`src/rtl/fib_req_arbiter.sv`:
```
// fib_req_arbiter: round-robin sharing of one fibonacci engine among
// NUM_REQ requesters; every output is registered.
module fib_req_arbiter #(
  parameter int NUM_REQ = 4,
  parameter int IDX_W   = 5,
  parameter int RES_W   = 20
) (
  input  logic                     clk,
  input  logic                     rst_n,
  input  logic [NUM_REQ-1:0]       req_valid,
  input  logic [NUM_REQ*IDX_W-1:0] req_idx,
  output logic [NUM_REQ-1:0]       req_ack,
  output logic [NUM_REQ-1:0]       rsp_valid,
  output logic [RES_W-1:0]         rsp_f,
  output logic                     busy,
  input  logic                     eng_ready,
  output logic                     eng_start,
  output logic [IDX_W-1:0]         eng_i,
  input  logic                     eng_done,
  input  logic [RES_W-1:0]         eng_f
);

  localparam int PTR_W = $clog2(NUM_REQ);

  typedef enum logic [1:0] {
    IDLE,
    START,
    WAIT,
    RESP
  } state_t;

  state_t           state_q;
  state_t           state_d;
  logic [PTR_W-1:0] last_q;
  logic [PTR_W-1:0] owner_q;
  logic [PTR_W-1:0] win;
  logic [PTR_W-1:0] cand;
  logic [PTR_W:0]   sum;
  logic             found;

  // Scan last+1, last+2, ... modulo NUM_REQ; first pending wins.
  always_comb begin
    found = 1'b0;
    win   = '0;
    sum   = '0;
    cand  = '0;
    for (int off = 1; off <= NUM_REQ; off++) begin
      sum = {1'b0, last_q} + (PTR_W+1)'(off);
      if (sum >= (PTR_W+1)'(NUM_REQ))
        sum = sum - (PTR_W+1)'(NUM_REQ);
      cand = sum[PTR_W-1:0];
      if (!found && req_valid[cand]) begin
        found = 1'b1;
        win   = cand;
      end
    end
  end

  always_comb begin
    state_d = state_q;
    unique case (state_q)
      IDLE:  if (found && eng_ready) state_d = START;
      START: state_d = eng_done ? RESP : WAIT;
      WAIT:  if (eng_done) state_d = RESP;
      RESP:  state_d = IDLE;
      default: state_d = IDLE;
    endcase
  end

  always_ff @(posedge clk or negedge rst_n) begin
    if (!rst_n) begin
      state_q   <= IDLE;
      last_q    <= PTR_W'(NUM_REQ-1);
      owner_q   <= '0;
      req_ack   <= '0;
      rsp_valid <= '0;
      rsp_f     <= '0;
      busy      <= 1'b0;
      eng_start <= 1'b0;
      eng_i     <= '0;
    end else begin
      state_q   <= state_d;
      busy      <= (state_d != IDLE);
      req_ack   <= '0;
      eng_start <= 1'b0;
      rsp_valid <= '0;
      if (state_q == IDLE && state_d == START) begin
        owner_q   <= win;
        last_q    <= win;
        req_ack   <= NUM_REQ'(1) << win;
        eng_start <= 1'b1;
        eng_i     <= IDX_W'(req_idx >> (int'(win) * IDX_W));
      end
      // Result is captured on the same edge that enters RESP.
      if (state_d == RESP) begin
        rsp_valid <= NUM_REQ'(1) << owner_q;
        rsp_f     <= eng_f;
      end
    end
  end

endmodule

```
`config.mk`:
```
export PLATFORM = sky130hd
export DESIGN_NAME = fib_req_arbiter
export DESIGN_NICKNAME = d
export VERILOG_FILES = /design/src/rtl/fib_req_arbiter.sv
export SDC_FILE = /design/constraint.sdc
export NUM_CORES = 1
export LEC_CHECK = 0
export BUFFER_PORTS_ARGS = -buffer_cell sky130_fd_sc_hd__buf_2
export CORE_ASPECT_RATIO = 1.5
export CORE_MARGIN = 4
export CORE_UTILIZATION = 46
export DETAILED_ROUTE_END_ITERATION = 10
export GPL_TIMING_DRIVEN = 0
export PLACE_DENSITY_LB_ADDON = 0.05
export SLEW_MARGIN = 10
export SYNTH_ARGS = -nofsm -noshare
export SYNTH_HDL_FRONTEND = slang
export SYNTH_SLANG_ARGS = --single-unit
```
`constraint.sdc`:
```
create_clock -name clk -period 2.17 [get_ports clk]
set_input_delay 0.1085 -clock clk [delete_from_list [all_inputs] [get_ports clk]]
set_output_delay 0.1085 -clock clk [all_outputs]
set_load 0.005 [all_outputs]
```
---- After elaboration in Yosys (flattened, before gate mapping) ----
Cells that the tools add are included.
storage, ports and cells
  bits of input ports ..................... 48
  logic and storage cells ................. 71
  register bits ........................... 41
operators by class
  equal/unequal tests ..................... 5
  $add $sub $neg .......................... 8
  muxes and demuxes ....................... 27
  $mul .................................... 1
  shift-type cells ........................ 3
  reductions and logical operators ........ 10
  $lt $le $gt $ge ......................... 8
operators with widths
  cell                                                         count
  2-to-1 mux 2 bit                                             10
  right shift 20 x 5 -> 5 bit                                  1
  greater-or-equal comparator 3 bit (second input constant)    4
  less-than comparator 2 x 3 -> 1 bit (second input constant)  4
  2-to-1 mux 1 bit                                             10
  binary-select mux 1 bit (select 2 bit)                       4
  2-to-1 mux 4 bit                                             2
  case mux 2 bit (4 select lines)                              1
  << shifter 1 x 2 -> 4 bit (first input constant)             2
  subtractor 2 x 1 -> 2 bit (second input constant)            4
  adder 2 x 2 -> 3 bit (second input constant)                 2
  equality test 2 bit (second input constant)                  3
  logical AND 1 bit                                            5
  multiplier 2 x 3 -> 5 bit (second input constant)            1
  equality test 2 x 1 -> 1 bit (second input constant)         2
  adder 2 x 1 -> 3 bit (second input constant)                 1
  adder 2 x 3 -> 3 bit (second input constant)                 1
  zero test 1 bit                                              3
  zero test 2 bit                                              1
  nonzero test 2 bit                                           1

---- Longest topological paths before layout ----
Gate-level depths: netlist (run 1).
  depth in word-level cells ............... 21
  depth in mapped cells ................... 6
  depth with buffers taken out ............ 5

---- Worst setup path before layout (run 1) ----
No wires, ideal clock.
  path kind ............................... reg2reg
  start ................................... register last_q[0]
  end ..................................... register eng_i[3]
  arrival time ............................ 1638 ps
  library setup time ...................... 120 ps
  cell stages (with the launch flop) ...... 6
  buffers on the path ..................... 0
  path slack .............................. 412 ps
  cells stage by stage .................... dfstp_2 -> nand2b_1 -> a21oi_2 -> or3_4 -> a2111o_1 -> o211a_1
on the way
  longest elaborated chain between the ends .. 20
  elaborated cells between the ends (all ways) .. 45
ends and longest elaborated chain
  item                                                                           line  text
  from (decl)                                                                    34    logic [PTR_W-1:0] last_q;
  from (signal assigned)                                                         73    last_q <= PTR_W'(NUM_REQ-1);
  from (signal assigned)                                                         89    last_q <= win;
  parallel branches: the longest is 20 deep, another holds adder 2 x 1 -> 3 bit  n/a
  to (signal assigned)                                                           92    eng_i <= IDX_W'(req_idx >> (int'(win) * IDX_W));
  to (decl)                                                                      18    output logic [IDX_W-1:0] eng_i,
Several ways; the timed one is not identified. The select of a mux whose other input is x is not followed.
A chain may end at the register's enable or synchronous reset.

---- Final worst setup path (run 1) ----
  start ................................... register last_q[0]
  end ..................................... register eng_i[4]
The elaborated chain is that of the path after synthesis.

==> results of run 1 <==
## layout by cell type, fill, tap and decap left out, types with 4 or more instances in the layout
master and n:
nor3_1 7, mux2i_1 5, dfrtp_1 39, nand2b_1 4
nor2_1 11, a211oi_1 4, buf_2 83, clkbuf_8 6
mux2_1 21, nand2_1 15
## registers in the layout (all words and copies together), names as in the netlist
name / flops
eng_i: 5
rsp_valid: 4
last_q: 2
state_q: 2
busy: 1
owner_q: 2
rsp_f: 20
req_ack: 4
eng_start: 1
## metrics by stage
step	hold slack [ns]	std cells	setup slack, ns	power (mW)	area, um2
floorplan	-0.187	139	0.412	2.01	1760
global placement	0.249	264	0.228	2.46	2220
detailed placement	0.285	264	0.191	2.53	2220
CTS	0.0281	273	0.174	3.15	2350
global route	0.0247	273	0.123	3.33	2350
finish	0.0349	273	0.212	3.10	2350
## metal layers
metal,up-vias,track usage [%]
met5,-,0
met4,0,8.65
met3,8,4.95
met2,59,29.6
met1,644,16.6
li1,672,-
## how the worst max path moves through the flow
stage	from	endpoint	slack (ns)	cells after the start
CTS	last_q[0]$_DFFE_PN1P_	eng_i[4]$_DFFE_PN0P_	0.17	5
global route	last_q[0]$_DFFE_PN1P_	eng_i[4]$_DFFE_PN0P_	0.12	5
finish	last_q[0]$_DFFE_PN1P_	eng_i[4]$_DFFE_PN0P_	0.21	5
global placement	last_q[0]$_DFFE_PN1P_	eng_i[4]$_DFFE_PN0P_	0.23	5
floorplan	last_q[0]$_DFFE_PN1P_	eng_i[3]$_DFFE_PN0P_	0.41	5
detailed placement	last_q[0]$_DFFE_PN1P_	eng_i[4]$_DFFE_PN0P_	0.19	5
## power by group through the flow
stage | clock network [mW] | registers (mW) | logic (mW)
5_1_grt | 0.674 | 1.34 | 1.32
2_1_floorplan | 0 | 1.33 | 0.680
3_5_place_dp | 0 | 1.32 | 1.21
3_3_place_gp | 0 | 1.29 | 1.16
4_1_cts | 0.637 | 1.30 | 1.22
6_report | 0.620 | 1.29 | 1.18
## layout make-up
cell class	count	share of cell area, %
plain buffers	5	1.01
clock buffers	6	3.51
clock inverters	2	1.60
inverters	1	0.160
multi-input cells	92	29.8
flip-flops and latches	41	43.7
well taps	43	2.29
repair buffers	83	17.9
## cell families (layout without fill, tap and decap cells)
| group | Yosys count | after routing | share of synthesized area [%] |
|---|---|---|---|
| buffers and inverters | 6 | 97 | 1.57 |
| AND/OR/NAND/NOR | 50 | 50 | 14.9 |
| multiplexers | 26 | 26 | 16.3 |
| AO/OA/AOI/OAI | 15 | 15 | 8.18 |
| flip-flops | 41 | 41 | 58.5 |
| XOR/XNOR | 1 | 1 | 0.498 |
==> run metrics, run 1 <==
P_leak=1.18 nW; Rows=27; count leader, synth=dfrtp_1; CP Data Required Time=2.32 ns; Slew HR=42.2%; Mapped Area=roughly 1800 um2; worst-margin pin slew=0.867 ns; crit path time final=roughly 2.0 ns; core outline area=3680 um2; # port buffers=82; clock group share of total power=20.0%; remaining antenna violation count after routing=0; largest stage delay on the critical path=roughly 0.58 ns; Int Pwr=2.08 mW; switching share of power=32.7%; CTS tree=yes; Top delay family on crit path=compound AO/OA/AOI/OAI gates; cell area power density=1320 nW/um2; max-cap viol count=0; multi-input combinational cell area=702 um2; Switch Pwr=roughly 1.0 mW; RSZ-0062 raised after global routing=no; final hold violations=0; Reg2Reg Depth=5; Commonest cells post-synth=39 x dfrtp_1, 21 x mux2_1, 15 x nand2_1; Area Growth Syn to Fin=33.8%; GP Congestion=around 0.79; setup TNS=0 ns; Yosys top cell area share=55.5%; highest metal used=met4; Worst IR Drop VDD=725 uV; ranking of synthesized cells by area=dfrtp_1 56%, mux2_1 13%, nand2_1 3.2%, dfstp_2 3.0%, mux2i_1 2.8%; # IOs=slightly above 80; Worst Path Buf+Inv=0; DRT met1 WL=1.42 mm; Yosys reg bits=41; status=finished, final reports clean; sequential area share after synthesis=about three fifths; sequence of cells on the critical path=nand2b_1, a21oi_2, or3_4, a2111oi_0, a211oi_1; met2 WL=2.04 mm; Hold Crit Depth=2; Synth Flop Type=dfrtp_1; Gate power share=38.2%; cells after synthesis=139; WL met3=342 um; n_diodes=0; total number of vias=roughly 1400; WS Path Type=flop to flop; average cell area after synthesis=12.6 um2; HP Class=input pin to flop; fill count=318; DRT Wirelength=3.90 mm; CTS resizes=0; clock latency on the worst-skew pair=0.28 ns; GRT Residual Overflow=0; CP arrival=between 2 and 2.5 ns; Via density=5.07; initial core utilization=between 40% and 50%; slowest CP cell=dfstp_2; period utilization=90.2%; area leader, netlist=dfrtp_1; DIE AREA=4900 um2; R2R Path Start=last_q[0]$_DFFE_PN1P_; CTS buffer count=5; share of layout cells above drive strength 1=44.3%; # setup viols final=0; CP Capture Type=flop; Slew Limit Fails=0; Hold EP=rsp_f[3]$_DFFE_PN0P_; YS warnings=0; Post-CTS Repair Setup Buffers=0; Post-DP HPWL=3.14 mm; Global Route Usage Sum=about 17%; Seq pwr share=41.8%; DRT iter0 DRCs=21; initial antenna violation count=0; Unique masters post-synth=33; chip height=approximately 84 um; drt drc=0; first-pass GRT wire length=6.23 mm; Hold Path Origin=eng_f[3]; R2R Setup Slk=around 0.21 ns; vias in the first global route=1477; CTS H-tree depth=2; WL/cell=14.3 um; fin util=a little under two thirds; storage element area=1030 um2; Layout Skew=0.00236 ns; clock sinks=41; # nets final=277; Worst setup SP type=flop; Root Buffer=clkbuf_8; max frequency=0.511 GHz; Worst Path Max Fanout=7; CTS clk-pin slew, worst paths=0.08 ns; asr flop ratio synth=100%; largest net degree at the start of global routing=42; Post-Synthesis Net Count=187; die width=58.5 um; first drt pass iteration count=4; hold buffer count at CTS=1; number of flops mapped to enable cells by yosys=0; Worst R2R End=eng_i[4]$_DFFE_PN0P_; Max clock buf depth=2
Note: power is estimated with default switching activity, not from simulation.
==> run 2: changes to the inputs <==
Settings changed: CORE_MARGIN 4 to 2.
==> run 2 against run 1 <==
Core utilization decreased by 0.34 points. Sequential power about the same. First-iteration DRC count down 48%. Clock power fell by 5.5%. Via count decreased by 0.29%. Hold slack worse by 0.0037 ns. Total power is 0.84% lower. Critical path depth did not move. Cell count unchanged. Wire length shrank 2.7%. Highest routed layer unchanged.
==> run metrics, run 2 (synthesis gave the netlist of run 1 again) <==
Slew Limit Fails=0; HP Class=input pin to flop; most frequent cells in the layout=83 x buf_2, 39 x dfrtp_1, 21 x mux2_1, 15 x nand2_1, 11 x nor2_1; Worst Path Max Fanout=7; max-cap viol count=0; cell area power density=1310 nW/um2; first drt pass iteration count=4; CP Data Required Time=2.31 ns; drt drc=0; Worst setup SP type=flop; Via density=slightly above 5; CTS tree=yes; # setup viols final=0; Max clock buf depth=2; Reg with most FFs=rsp_f; remaining antenna violation count after routing=0; CP arrival=~2.2 ns; period utilization=around 94%; CP Capture Type=flop; max frequency=around 0.5 GHz; CTS H-tree depth=2; Post-DP HPWL=3.05 mm; R2R Path Start=last_q[0]$_DFFE_PN1P_; CTS buffer count=5; n_diodes=0; vias in the first global route=1396; clock sinks=41; Reg2Reg Depth=5; WS Path Type=flop to flop; Worst IR Drop VDD=a little under 900 uV; commonest non-fill, non-tap cell in the layout=buf_2; CTS resizes=0; Area Growth Syn to Fin=33.1%; Post-CTS Repair Setup Buffers=0; Top delay family on crit path=compound AO/OA/AOI/OAI gates; GP Congestion=0.805; fill count=about 330; clock latency on the worst-skew pair=0.28 ns; Power Total=3.07 mW; Hold EP=rsp_f[5]$_DFFE_PN0P_; GRT Residual Overflow=0; RSZ-0062 raised after global routing=no; Worst R2R End=eng_i[4]$_DFFE_PN0P_; max reg flops=20; CTS clk-pin slew, worst paths=0.08 ns; Hold Crit Depth=2; final hold violations=0; DIE AREA=4340 um2; hold buffer count at CTS=1; worst-margin pin slew=~0.87 ns; multi-input combinational cell area=702 um2; Worst Path Buf+Inv=0; core outline area=3680 um2; Layout Skew=0.00517 ns; initial core utilization=47.7%; # IOs=between 80 and 90; crit path time final=2.03 ns; largest net degree at the start of global routing=42; # port buffers=82; # nets final=277; status=finished, final reports clean; DRT Wirelength=3.79 mm; Slew HR=42.3%; total number of vias=1379; Root Buffer=clkbuf_8; sequence of cells on the critical path=nand2b_1, a21oi_2, or3_4, a2111oi_0, a211oi_1; WL/cell=roughly 14 um; DRT iter0 DRCs=11; Hold Path Origin=eng_f[5]; R2R Setup Slk=roughly 0.14 ns; storage element area=roughly 1000 um2; Rows=27; die width=54.5 um; Global Route Usage Sum=19.1%; largest registers=rsp_f: 20 flops, eng_i: 5 flops; slowest CP cell=dfstp_2; largest stage delay on the critical path=0.58 ns; share of layout cells above drive strength 1=43.9%; setup TNS=0 ns; first-pass GRT wire length=approximately 6.1 mm; P_leak=1.17 nW; chip height=79.7 um; initial antenna violation count=0
==> run 2: how the worst max path moves through the flow <==
stage,from,depth (start not counted),endpoint
final,last_q[0]$_DFFE_PN1P_,5,eng_i[4]$_DFFE_PN0P_
after global routing,last_q[0]$_DFFE_PN1P_,5,eng_i[4]$_DFFE_PN0P_
after CTS,last_q[0]$_DFFE_PN1P_,5,eng_i[4]$_DFFE_PN0P_
after detailed placement,last_q[0]$_DFFE_PN1P_,5,eng_i[4]$_DFFE_PN0P_
after global placement,last_q[0]$_DFFE_PN1P_,5,eng_i[4]$_DFFE_PN0P_
after floorplan,last_q[0]$_DFFE_PN1P_,5,eng_i[3]$_DFFE_PN0P_
==> run 2: stage by stage <==
| stage | utilization (%) | instances | hold slack (ns) | instance area, um2 | setup WS [ns] |
|---|---|---|---|---|---|
| 5_1_grt | 63.5 | 273 | 0.0285 | 2340 | 0.0760 |
| 6_report | 63.5 | 273 | 0.0311 | 2340 | 0.141 |
| 3_5_place_dp | 60.3 | 264 | 0.273 | 2220 | 0.157 |
| 2_1_floorplan | - | 139 | -0.187 | 1760 | 0.412 |
| 4_1_cts | 63.5 | 273 | 0.0233 | 2340 | 0.141 |
| 3_3_place_gp | 60.3 | 264 | 0.251 | 2220 | 0.225 |
==> run 2: cell type report <==
type / count / share of cell area [%]
plain buffers: 5 / 1.02
clock buffers: 6 / 3.10
clock inverters: 2 / 1.50
inverters: 1 / 0.160
multi-input cells: 92 / 30.0
flip-flops and latches: 41 / 44.0
well taps: 43 / 2.30
repair buffers: 83 / 18.0
==> run 2: per-layer routing <==
| metal | GRT usage (%) | wire [um] | up-vias |
|---|---|---|---|
| met1 | 20.3 | 1430 | 647 |
| met5 | 0 | 0 | - |
| met2 | 34.5 | 2050 | 52 |
| li1 | - | - | 674 |
| met4 | 8.25 | 67 | 0 |
| met3 | 3.93 | 236 | 6 |
==> run 2: report_power, final <==
group / leakage [nW] / internal, mW / total (mW) / switching [mW]
Combinational: 0.624 / 0.591 / 1.19 / 0.594
Sequential: 0.493 / 1.12 / 1.30 / 0.179
Clock: 0.0552 / 0.341 / 0.586 / 0.245
